**src/rtl/mul_seq_ctrl.sv**
```systemverilog
// RV32M multiply sequencer in front of the combinational signed 32x32->64
// Wallace tree. One operation is in flight at a time: operands are registered
// onto mt_a/mt_b and held while the tree settles, the signed product is
// captured, then corrected for unsigned operands before the requested
// 32-bit half is returned on the response channel.
//
// Handshakes: a transfer happens on a rising edge where valid && ready are
// both high. The request side only offers ready in IDLE, and the response
// side keeps rsp_valid and rsp_result stable until rsp_ready is seen. flush
// suppresses both transfers in the cycle it is high.
module mul_seq_ctrl #(
    parameter int TREE_CYCLES = 5,
    parameter bit BYPASS_ZERO = 1'b1
) (
    input  logic        clk,
    input  logic        rst,
    input  logic        flush,
    input  logic        req_valid,
    output logic        req_ready,
    input  logic [1:0]  req_op,
    input  logic [31:0] req_rs1,
    input  logic [31:0] req_rs2,
    output logic [31:0] mt_a,
    output logic [31:0] mt_b,
    input  logic [63:0] mt_f,
    output logic        rsp_valid,
    input  logic        rsp_ready,
    output logic [31:0] rsp_result,
    output logic [1:0]  dbg_state
);

    localparam int CW = (TREE_CYCLES > 1) ? $clog2(TREE_CYCLES) : 1;
    localparam logic [CW-1:0] CNT_INIT = CW'(TREE_CYCLES - 1);

    localparam logic [1:0] OP_MUL    = 2'b00;
    localparam logic [1:0] OP_MULHSU = 2'b10;
    localparam logic [1:0] OP_MULHU  = 2'b11;

    typedef enum logic [1:0] {
        S_IDLE = 2'd0,
        S_WAIT = 2'd1,
        S_FIX  = 2'd2,
        S_DONE = 2'd3
    } state_t;

    state_t        state;
    logic [1:0]    op_q;
    logic [CW-1:0] cnt;
    logic [63:0]   prod_q;

    logic          zero_hit;
    logic [31:0]   corr;
    logic [63:0]   prod_fix;
    logic [31:0]   res_sel;

    assign req_ready = (state == S_IDLE) && !rst && !flush;
    assign dbg_state = state;

    // Unsigned-operand correction on top of the signed tree product. Only the
    // low 32 bits of the correction reach the product after the <<32, so the
    // carry of the MULHU sum is dropped here. mt_a/mt_b still hold rs1/rs2.
    always_comb begin
        zero_hit = BYPASS_ZERO && ((req_rs1 == 32'h0) || (req_rs2 == 32'h0));
        corr     = 32'h0;
        case (op_q)
            OP_MULHSU: corr = mt_b[31] ? mt_a : 32'h0;
            OP_MULHU:  corr = (mt_a[31] ? mt_b : 32'h0) + (mt_b[31] ? mt_a : 32'h0);
            default:   corr = 32'h0;
        endcase
        prod_fix = prod_q + {corr, 32'h0};
        res_sel  = (op_q == OP_MUL) ? prod_fix[31:0] : prod_fix[63:32];
    end

    // Sequencer FSM with registered operands, product and response.
    always_ff @(posedge clk) begin
        if (rst) begin
            state      <= S_IDLE;
            op_q       <= 2'b00;
            mt_a       <= 32'h0;
            mt_b       <= 32'h0;
            prod_q     <= 64'h0;
            cnt        <= '0;
            rsp_result <= 32'h0;
            rsp_valid  <= 1'b0;
        end else if (flush) begin
            state     <= S_IDLE;
            rsp_valid <= 1'b0;
        end else begin
            case (state)
                S_IDLE: begin
                    if (req_valid) begin
                        op_q <= req_op;
                        mt_a <= req_rs1;
                        mt_b <= req_rs2;
                        if (zero_hit) begin
                            rsp_result <= 32'h0;
                            rsp_valid  <= 1'b1;
                            state      <= S_DONE;
                        end else begin
                            cnt   <= CNT_INIT;
                            state <= S_WAIT;
                        end
                    end
                end
                S_WAIT: begin
                    if (cnt != '0) begin
                        cnt <= cnt - 1'b1;
                    end else begin
                        prod_q <= mt_f;
                        state  <= S_FIX;
                    end
                end
                S_FIX: begin
                    prod_q     <= prod_fix;
                    rsp_result <= res_sel;
                    rsp_valid  <= 1'b1;
                    state      <= S_DONE;
                end
                S_DONE: begin
                    if (rsp_ready) begin
                        rsp_valid <= 1'b0;
                        state     <= S_IDLE;
                    end
                end
                default: state <= S_IDLE;
            endcase
        end
    end

endmodule

```
**config.mk**
```make
export PLATFORM = sky130hd
export DESIGN_NAME = mul_seq_ctrl
export DESIGN_NICKNAME = d
export VERILOG_FILES = /design/src/rtl/mul_seq_ctrl.sv
export SDC_FILE = /design/constraint.sdc
export NUM_CORES = 1
export LEC_CHECK = 0
export BUFFER_PORTS_ARGS = -buffer_cell sky130_fd_sc_hd__buf_2
export CAP_MARGIN = 5
export CORE_AREA = 2 2 143 145
export DETAILED_ROUTE_END_ITERATION = 12
export DIE_AREA = 0 0 145 147
export PLACE_DENSITY_LB_ADDON = 0.1
export SLEW_MARGIN = 20
export SYNTH_ARGS = -nofsm -noshare
export SYNTH_HDL_FRONTEND = slang
export SYNTH_SLANG_ARGS = --single-unit
```
**constraint.sdc**
```tcl
create_clock -name clk -period 9.3 [get_ports clk]
set_input_delay 1.395 -clock clk [delete_from_list [all_inputs] [get_ports clk]]
set_output_delay 1.395 -clock clk [all_outputs]
set_load 0.05 [all_outputs]
```
==> impl_metrics.ini, run 1 <==
[timing]
relSlewSlack_pct = 35.4
max_freq_ghz = 0.156
hold_viol = 0
worst_pin_slew_ns = 0.965
fin_crit_sh_pct = 69.1
skew_ns = 0.0122
period_needed_ns = 6.43
slew_violations = 0
holdWs_ns = 0.449
fin_tns_setup_ns = 0
setup_viol_count_final = 0
rsz0062_at_grt = false

[route]
vias = 10900
wl_per_cell_um = 17.9
drt_iter0_drc = 1023
route.detailed.drc = 0
drt-total-wl_um = 33600
ant_nets = 0
via_per_inst = 5.80
drt_first_pass_iters = 6

[yosys]
yosys_warnings = 0
async_flop_share_pct = 0
syn_avg_cell_area_sq_um = 7.53
synth_edf_count = 0
ys.flop_type = dfxtp_1
ys_seq_area_share_pct = 31.5
synth_nets = 1625
synthCells = 1419
ys_types = 64
ys_ff_latch = 168
synthesis.area_sq_um = 10700

[setup_path]
required_ns = 9.63
reg2regPathDepth = 24
cp_max_fo = 34
endpoint_kind = flip-flop
cp.arrival_ns = 6.75
path_class = flip-flop to flip-flop
cp-start-kind = flip-flop
reg2reg_setup_slack_ns = 2.87
reg2reg_to = prod_q[63]
reg2reg_from = mt_b[31]

[status]
outcome = finished, final reports clean

[grt]
grt.total_usage_pct = 30.8
antenna_found_initial = 0
grt_pass1_vias = 9981
grt_max_degree = 87
grt_pass1_wl_um = 53100
grt-ovfl-total = 0

[power]
sw_frac_of_total_pct = 31.7
power_mw = 1.73
p_leak_nw = 5.42
combPwrFrac_pct = 13.8
pwr-share-seq_pct = 44.5
internal-power_mw = 1.18
ir_drop_mv = 0.126
p_clk_share_pct = 41.7
powerDensity_nw_per_um2 = 138
switchingPower_uw = 550

[worst_hold_path]
hp-class = flip-flop to flip-flop
whs_path_depth = 2
hp-start = rsp_result[17]
hold_path_end = rsp_result[17]

[clock_tree]
post_cts_buffers = 0
htree_num_levels = 4
cts_buffers = 17
cts_tree = yes
clock_sinks = 168
clk_path_buf_depth = 2
clock-root-buffer = clkbuf_16
post_cts_resized = 0
clk_latency_ns = 0.45
cts.clk_slew.worst_paths_ns = 0.07
holdBufCountCts = 0

[floorplanning]
ios = 235
fp.dieW_um = 145
core-area_sq_um = 19800
start_util_pct = 53.9
fp.dieArea_sq_um = 21300
row_count = 52
die_h_um = 147

[placed_design]
place.gp.congestion = 1.02
dp_hpwl_um = 24800
portBuffers = 234

[job]
cap_violations = 0

[cells_and_area]
num-fill-cells = 1822
multi_input_comb_area_sq_um = 6940
area_delta_synth_final_pct = 17.5
nNetsFinal = 1804
antenna_cells = 0
layout-drive-gt1-share_pct = 18.2
regArea_sq_um = 3360
## cells by family (layout without fill, tap and decap cells)
group,after synthesis,in the layout,synth area share (%)
and+or+nand+nor,566,566,25.0
AOI/OAI and AO/OA,425,425,24.2
DFF,168,168,31.5
buffers and inverters,108,300,3.86
adders and majority gates,71,71,8.45
xor gates and xnor gates,48,48,3.93
muxes,33,33,3.10
## flip-flops by register name, indices dropped and copies added (netlist names)
name	flops
rsp_result	32
dbg_state	2
cnt	3
rsp_valid	1
mt_a	32
mt_b	32
op_q	2
prod_q	64
## critical path, stage by stage (launching register included)
cell and delay, ns:
dfxtp_1 0.93, and2_1 0.23, ha_1 0.18, inv_1 0.07, fa_1 0.46, nor2b_1 0.14, o21ai_1 0.09, a21boi_0 0.40
o21ai_0 0.19, a21oi_1 0.30, o21bai_1 0.18, a21oi_1 0.27, nand2b_1 0.15, o21ai_0 0.10, ha_1 0.41, a2111oi_0 0.39
o21ai_0 0.17, a221oi_1 0.35, o21ai_0 0.13, a31oi_1 0.22, a21boi_1 0.14, nor4b_1 0.35, a311oi_1 0.14, xnor2_1 0.24
o21ai_1 0.09
## how the worst max path moves through the flow
stage                     slack [ns]     start        endpoint  depth (start not counted)
after floorplan                 3.97  mt_b[31]  rsp_result[31]                         24
after global placement          3.50  mt_b[31]      prod_q[61]                         24
after detailed placement        3.20  mt_b[31]      prod_q[61]                         24
after CTS                       3.07  mt_b[31]      prod_q[63]                         24
after global routing            2.56  mt_b[31]      prod_q[63]                         25
final                           2.87  mt_b[31]      prod_q[63]                         24
## layout make-up
| class | instances | area share (%) |
|---|---|---|
| Clock buffer | 17 | 3.39 |
| Clock inverter | 15 | 1.35 |
| Inverter | 25 | 0.747 |
| Multi-Input combinational cell | 1143 | 55.2 |
| Sequential cell | 168 | 26.8 |
| Tap cell | 270 | 2.69 |
| Timing Repair Buffer | 243 | 9.88 |
## layer usage
layer,track usage (%),part of all wire (%),up-vias
met5,0,0,-
met4,10.8,2.8,0
met3,5.59,7.3,52
met2,48.0,44,470
met1,43.0,45,5009
li1,-,-,5379
## cells in the final DEF, fill, tap and decap left out, types with 7 or more instances in the layout
| cell | n |
|---|---|
| a211oi_1 | 27 |
| a21o_1 | 32 |
| a21oi_1 | 190 |
| a311oi_1 | 7 |
| a31oi_1 | 11 |
| a32oi_1 | 9 |
| and2_1 | 66 |
| and3_1 | 7 |
| buf_2 | 233 |
| buf_4 | 10 |
| clkbuf_16 | 17 |
| dfxtp_1 | 168 |
| ha_1 | 68 |
| inv_1 | 25 |
| mux2i_1 | 32 |
| nand2_1 | 272 |
| nand2b_1 | 11 |
| nand3_1 | 21 |
| nand3b_1 | 35 |
| nand4_1 | 9 |
| nor2_1 | 84 |
| nor2b_1 | 9 |
| nor3_1 | 12 |
| nor4_1 | 17 |
| o21a_1 | 7 |
| o21ai_0 | 78 |
| o21bai_1 | 13 |
| xnor2_1 | 30 |
| xor2_1 | 18 |
## per-stage QoR
stage / setup WS, ns / instances / utilization [%] / area [sq um]
2_1_floorplan: 3.97 / 1419 / - / 10700
3_3_place_gp: 3.50 / 1849 / 60.3 / 12000
3_5_place_dp: 3.20 / 1849 / 60.3 / 12000
4_1_cts: 3.07 / 1881 / 63.3 / 12600
5_1_grt: 2.56 / 1881 / 63.3 / 12600
6_report: 2.87 / 1881 / 63.3 / 12600
## power groups by stage
stage / Sequential [mW] / Combinational [mW] / Clock [mW]
5_1_grt: 0.775 / 0.259 / 0.761
6_report: 0.771 / 0.240 / 0.724
4_1_cts: 0.771 / 0.238 / 0.732
3_5_place_dp: 0.787 / 0.237 / 0
3_3_place_gp: 0.787 / 0.235 / 0
2_1_floorplan: 0.824 / 0.113 / 0
## cell usage after synthesis (all sizes together) (4+ instances only)
cell     number  area (sq um)
nand2       272          1020
a21oi       192           972
dfxtp       168          3360
nor2         86           323
o21ai        84           424
clkbuf       73           274
ha           69           863
and2         66           413
nand3b       35           263
a21o         32           240
mux2i        32           320
xnor2        30           263
a211oi       28           215
inv          25          93.8
nand3        21           105
xor2         18           158
nor4         17           106
o21bai       13          97.6
nor3         12          60.1
a31oi        11          68.8
nand2b       11          68.8
buf          10          45.0
a32oi         9          78.8
nand4         9          56.3
nor2b         9          56.3
a311oi        7          61.3
and3          7          43.8
o21a          7          52.6
o31ai         6          58.8
nor4b         5          43.8
or2           5          31.3
or3           5          31.3
a2111oi       4          35.0
a21boi        4          33.8
Note: power is estimated with default switching activity, not from simulation.
==> inputs of run 2 (changes only) <==
Settings changed: ABC_AREA from default to 1, CORE_AREA 2 2 143 145 to 2 2 154 156, DIE_AREA 0 0 145 147 to 0 0 156 158.
Clock period 9.3 ns to 5.2 ns, I/O delays scaled along.
==> run 2 against run 1 <==
Compared with the run above: setup slack lost 2.3 ns; final area grew 8.1%; utilization shrank 4.4 points; flip-flop and latch count is the same; total power grew 94%; synthesized cell count grew 27%; largest power group unchanged.
==> impl_metrics.ini, run 2 <==
[status]
outcome = finished, final reports clean

[setup_path]
slowest_stage = dfxtp_1
crit_start = mt_b[31]
required_ns = 5.51
cp_max_fo = 10
path_common_cell = inv_1
critPathTopFamily = compound AO/OA/AOI/OAI gates
path_cells = nand2_1 -> inv_1 -> ha_1 -> inv_1 -> fa_1 -> o21a_1 -> o21ai_2 -> inv_1 -> o21bai_4 -> inv_1 -> o21ai_2 -> a21oi_1 -> o21ai_0 -> o21ai_0 -> ha_1 -> nand2_1 -> o21ai_0 -> a21oi_1 -> o21ai_2 -> xor2_1 -> or2_2 -> a22oi_1 -> nor2_1
reg2regPathDepth = 23
cp.arrival_ns = 4.92
reg2reg_to = rsp_result[14]
cp-start-kind = flip-flop
reg2reg_from = mt_b[31]
path_class = flip-flop to flip-flop
endpoint_kind = flip-flop
reg2reg_setup_slack_ns = 0.59
slowest_delay_ns = 0.52
cp_num_buf_inv = 4

[route]
drt-total-wl_um = 42500
ant_nets = 0
vias = 13100
wl_per_cell_um = 18.5
via_per_inst = 5.73
drt_first_pass_iters = 5
route.detailed.drc = 0
drt_iter0_drc = 1176

[clock_tree]
clk_latency_ns = 0.46
htree_num_levels = 4
clk_path_buf_depth = 2
clock_sinks = 168
cts_buffers = 17
post_cts_buffers = 0
cts.clk_slew.worst_paths_ns = 0.09
clock-root-buffer = clkbuf_16
cts_tree = yes

[yosys]
ys_seq_area_share_pct = 29.0
synth_edf_count = 0
synth_nets = 2005
synth.area.mux_share_pct = 0
synth_top_family_by_area = simple AND/OR/NAND/NOR gates
ys_types = 57
yosys-top-cells-area = dfxtp_1 (29%), nand2_1 (14%), a21oi_1 (9.8%)
ys.flop_type = dfxtp_1
yosys.area_share.simple_pct = 31.2
yosys.area_share.adder_pct = 7.79
synth_most_common_cell = nand2_1
synth_compound_area_share_pct = 21.5
synth_xor_area_share_pct = 1.87
synthCells = 1799
yosys-top-cells-count = nand2_1 (438), a21oi_1 (228), inv_1 (172)
syn_avg_cell_area_sq_um = 6.44
yosysTopAreaCellShare_pct = 29.0
ys_ff_latch = 168
yosysTopAreaCell = dfxtp_1
yosys_warnings = 0
synthesis.area_sq_um = 11600
async_flop_share_pct = 0

[timing]
worst_pin_slew_ns = 1.02
fin_crit_sh_pct = 88.6
fin_tns_setup_ns = 0
hold_viol = 0
slew_violations = 0
skew_ns = 0.0185
max_freq_ghz = 0.217
rsz0062_at_grt = false
relSlewSlack_pct = 32.0
period_needed_ns = 4.61
setup_viol_count_final = 0

[worst_hold_path]
whs_path_depth = 2
hold_path_end = prod_q[4]
hp-class = flip-flop to flip-flop
hp-start = prod_q[4]

[cells_and_area]
nNetsFinal = 2195
regMostFlops = prod_q
utilization_pct = 58.9
largest_reg_flops = 64
layout-drive-gt1-share_pct = 17.7
regArea_sq_um = 3360
final_cell_mix = nand2_1 (437), buf_2 (233), a21oi_1 (228)
fin_area_sq_um = 13600
layout_commonest_cell = nand2_1
antenna_cells = 0
area_delta_synth_final_pct = 17.2
multi_input_comb_area_sq_um = 7250
num-fill-cells = 2381

[floorplanning]
core-area_sq_um = 23100
fp.dieArea_sq_um = 24600
fp.dieW_um = 156
start_util_pct = 50.3
row_count = 56
ios = 235
die_h_um = 158

[grt]
grt_pass1_wl_um = 65800
grt-ovfl-total = 0
grt_pass1_vias = 12200
grt.total_usage_pct = 34.3
grt_max_degree = 88
antenna_found_initial = 0

[placed_design]
dp_hpwl_um = 32600
portBuffers = 234
placed_area_sq_um = 13000
place.gp.congestion = 0.988

[power]
powerDensity_nw_per_um2 = 248
p_leak_nw = 6.41
ir_drop_mv = 0.207

[job]
cap_violations = 0
## run 2: cell types whose count changed after synthesis, moves of 32 or more
cell,previous run,this run
nand2_1,272,438
inv_1,25,172
nor2_1,86,171
and2_1,66,2
a21oi_1,191,228
mux2i_1,32,0
nand3_1,21,157
## run 2: timing repair
action	in CTS	in global routing
endpoints found under the setup margin	0	1
resized for setup	0	1
hold buffers	0	0
## run 2: area by class of cell
cell class / instances / share of cell area, %
multi-input combinational: 1372 / 53.4
sequential: 168 / 24.8
timing repair buffer: 252 / 9.63
inverter: 178 / 4.93
clock buffer: 17 / 3.13
tap: 290 / 2.67
clock inverter: 15 / 1.48
## run 2: worst register-to-register path, delay by kind of cell (launching register included)
kind	cells	cell delay, ns
fa+ha+maj	3	0.99
xor+xnor	1	0.24
compound gates	11	1.74
buf+inv	4	0.31
flops	1	0.52
simple gates	4	0.69
## run 2: power by group
| part | total [mW] | internal (mW) | leakage (nW) | switching, mW |
|---|---|---|---|---|
| clock network | 1.39 | 0.701 | 0.302 | 0.685 |
| registers | 1.39 | 1.34 | 1.36 | 0.0506 |
| logic | 0.594 | 0.169 | 4.74 | 0.425 |
| total | 3.37 | 2.21 | 6.41 | 1.16 |
## run 2: worst max path at each step
stage | cells past startpoint | endpoint | slack (ns)
after detailed placement | 23 | rsp_result[14] | 0.48
after global routing | 26 | rsp_result[31] | 0.09
final | 23 | rsp_result[14] | 0.59
after floorplan | 25 | rsp_result[14] | 0.81
after CTS | 23 | rsp_result[14] | 0.47
after global placement | 23 | rsp_result[14] | 0.52
## run 2: per-stage QoR
step | std cells | total power, mW | hold WS, ns | setup slack (ns)
after global routing | 2292 | 3.48 | 0.485 | 0.0857
after CTS | 2292 | 3.38 | 0.463 | 0.468
after floorplan | 1799 | 1.79 | 0.437 | 0.811
after global placement | 2260 | 2.00 | 0.448 | 0.521
final | 2292 | 3.37 | 0.466 | 0.592
after detailed placement | 2260 | 2.01 | 0.451 | 0.477
## run 2: per-layer routing
metal / routed length, um / global-route usage, % / vias up / share of wire (%)
met5: 0 / 0 / - / 0
met4: 1290 / 12.3 / 0 / 3.0
met3: 3160 / 5.47 / 81 / 7.4
met2: 18900 / 54.4 / 540 / 44
met1: 19200 / 47.3 / 6122 / 45
li1: - / - / 6380 / -
## run 2: cell families (layout without fill, tap and decap cells)
| family | count (synthesis) | after routing |
|---|---|---|
| AND/OR/NAND/NOR | 851 | 851 |
| flip-flops | 168 | 168 |
| buffers and inverters | 259 | 462 |
| AO/OA/AOI/OAI | 427 | 427 |
| adder cells (fa/ha/maj) | 71 | 71 |
| XOR/XNOR | 23 | 23 |
==> inputs of run 3 (changes only) <==
--- a/config.mk
+++ b/config.mk
@@ -12,5 +12,5 @@
 export DETAILED_ROUTE_END_ITERATION = 12
 export DIE_AREA = 0 0 156 158
-export PLACE_DENSITY_LB_ADDON = 0.1
+export PLACE_DENSITY = 0.75
 export SLEW_MARGIN = 20
 export SYNTH_ARGS = -nofsm -noshare
==> constraint.sdc (replaced) <==
create_clock -name clk -period 5.2 [get_ports clk]
set_input_delay 0 -clock clk [delete_from_list [all_inputs] [get_ports clk]]
set_output_delay 0 -clock clk [all_outputs]
set_load 0.05 [all_outputs]
==> run 3 against run 2 <==
Compared with the run above: the run now ends with hold timing left; setup slack got worse by 0.24 ns; routed wire length increased by 6.8%; via count increased by 5.4%; critical path type unchanged; largest power group unchanged; highest routed layer unchanged.
==> impl_metrics.ini, run 3 (synthesis results as in run 2) <==
[placed_design]
portBuffers = 234
dp_hpwl_um = 32700
place_ws_ns = 0.474
place.gp.congestion = 0.989

[floorplanning]
core-area_sq_um = 23100
start_util_pct = 50.3
ios = 235
row_count = 56
fp.dieArea_sq_um = 24600
fp.dieW_um = 156
die_h_um = 158

[clock_tree]
clk_path_buf_depth = 2
cts_buffers = 17
post_cts_buffers = 0
cts.clk_slew.worst_paths_ns = 0.08
clock-root-buffer = clkbuf_16
clk_latency_ns = 0.45
cts_tree = yes
clock_sinks = 168
htree_num_levels = 4

[worst_hold_path]
hold_path_end = prod_q[50]
hp-class = input port to flip-flop
whs_path_depth = 5
hp-start = mt_f[50]

[timing]
skew_ns = 0.0162
rsz0062_at_grt = false
setup_ws_ns = 0.348
period_needed_ns = 4.85
setup_viol_count_final = 0
slew_violations = 0
worst_pin_slew_ns = 1.08
holdWs_ns = -0.00114
fin_tns_setup_ns = 0
relSlewSlack_pct = 27.8
fin_crit_sh_pct = 93.3
hold_viol = 1
max_freq_ghz = 0.206

[power]
combPwrFrac_pct = 20.0
powerDensity_nw_per_um2 = 230
sw_frac_of_total_pct = 34.5
pwr-share-seq_pct = 40.9
ir_drop_mv = 0.182
p_leak_nw = 6.90
internal-power_mw = 2.23
p_clk_share_pct = 39.1
switchingPower_mw = 1.17

[grt]
grt_pass1_vias = 13100
antenna_found_initial = 0
grt_max_degree = 92
grt.total_usage_pct = 36.5
grt_pass1_wl_um = 70200
grt-ovfl-total = 0

[cells_and_area]
nNetsFinal = 2319
layout-drive-gt1-share_pct = 16.7
final_cell_mix = nand2_1 (437), buf_2 (233), a21oi_1 (228)
largest_reg_flops = 64
area_delta_synth_final_pct = 27.6
regMostFlops = prod_q
antenna_cells = 0
layout_commonest_cell = nand2_1

[route]
drt_first_pass_iters = 5
ant_nets = 0
drt_iter0_drc = 1326
route.detailed.drc = 0
vias = 13800
wl_per_cell_um = 18.8
via_per_inst = 5.73
drt-total-wl_um = 45400

[setup_path]
path_class = flip-flop to flip-flop
endpoint_kind = flip-flop
cp.arrival_ns = 5.22
reg2reg_setup_slack_ns = 0.35
cp_max_fo = 15
reg2reg_from = mt_b[31]
reg2regPathDepth = 27
cp-start-kind = flip-flop
required_ns = 5.57
reg2reg_to = rsp_result[31]

[job]
cap_violations = 0

[status]
outcome = complete, but fails checks
violations = hold timing
-- run 3: worst max-delay path by stage --
| stage | from | endpoint | slack, ns | cells past startpoint |
|---|---|---|---|---|
| after CTS | mt_a[31] | rsp_result[17] | 0.44 | 23 |
| final | mt_b[31] | rsp_result[31] | 0.35 | 27 |
| after global placement | mt_b[31] | prod_q[63] | 0.50 | 27 |
| after global routing | mt_b[31] | rsp_result[31] | 0.03 | 28 |
| after detailed placement | mt_a[31] | rsp_result[17] | 0.47 | 23 |
| after floorplan | mt_a[31] | rsp_result[14] | 0.81 | 25 |
-- run 3: metrics by stage --
stage               utilization [%]  power, mW  hold slack (ns)  instance area [sq um]  cells
floorplan                         -       1.79            0.161                  11600   1799
global placement               56.2       2.00            0.273                  13000   2260
detailed placement             56.2       2.00            0.277                  13000   2260
CTS                            64.1       3.37          0.00268                  14800   2416
global route                   64.1       3.50           0.0490                  14800   2416
finish                         64.1       3.40         -0.00114                  14800   2416
-- run 3: power groups by stage --
| stage | Clock, mW | Sequential (mW) | Combinational, mW |
|---|---|---|---|
| 2_1_floorplan | 0 | 1.50 | 0.290 |
| 3_3_place_gp | 0 | 1.42 | 0.581 |
| 3_5_place_dp | 0 | 1.42 | 0.586 |
| 4_1_cts | 1.32 | 1.39 | 0.660 |
| 5_1_grt | 1.38 | 1.40 | 0.728 |
| 6_report | 1.33 | 1.39 | 0.678 |
-- run 3: layout make-up --
cell class / instances / area [sq um]
multi-input cells: 1372 / 7250
clock buffers: 18 / 439
flip-flops and latches: 168 / 3360
repair buffers: 376 / 2550
fillers: 2118 / 8260
inverters: 178 / 669
well taps: 290 / 363
clock inverters: 14 / 148
-- run 3: per-layer routing --
metal  part of all wire, %  track usage [%]  vias to the layer above
met2                    45             58.6                      779
met3                   9.9             7.86                      128
met5                     0                0                        -
met4                   4.0             14.9                        0
li1                      -                -                     6645
met1                    41             47.7                     6284
-- run 3: repair_timing --
item                                    4_1_cts  5_1_grt
hold buffers                                124        0
resized for setup                             0        1
endpoints found under the setup margin        0        7
hold endpoints to repair                    125        0
-- run 3: worst max-delay path: stages (launching register included) --
cell and delay, ns:
dfxtp_1 0.60, buf_4 0.31, nand2_1 0.13, inv_1 0.08, ha_1 0.27, a21o_1 0.22, a21oi_1 0.20, inv_1 0.06
a21oi_1 0.19, inv_1 0.06, nand2_1 0.05, nand3_1 0.10, or2_2 0.28, nand3_1 0.06, o21ai_0 0.22, ha_1 0.51
nand2_1 0.14, nor2_1 0.14, inv_1 0.08, nor2_1 0.09, inv_1 0.08, nor3_1 0.27, nand2_1 0.09, o211ai_1 0.11
nand3_1 0.12, nand3_1 0.12, nand2_1 0.06, a21oi_1 0.11
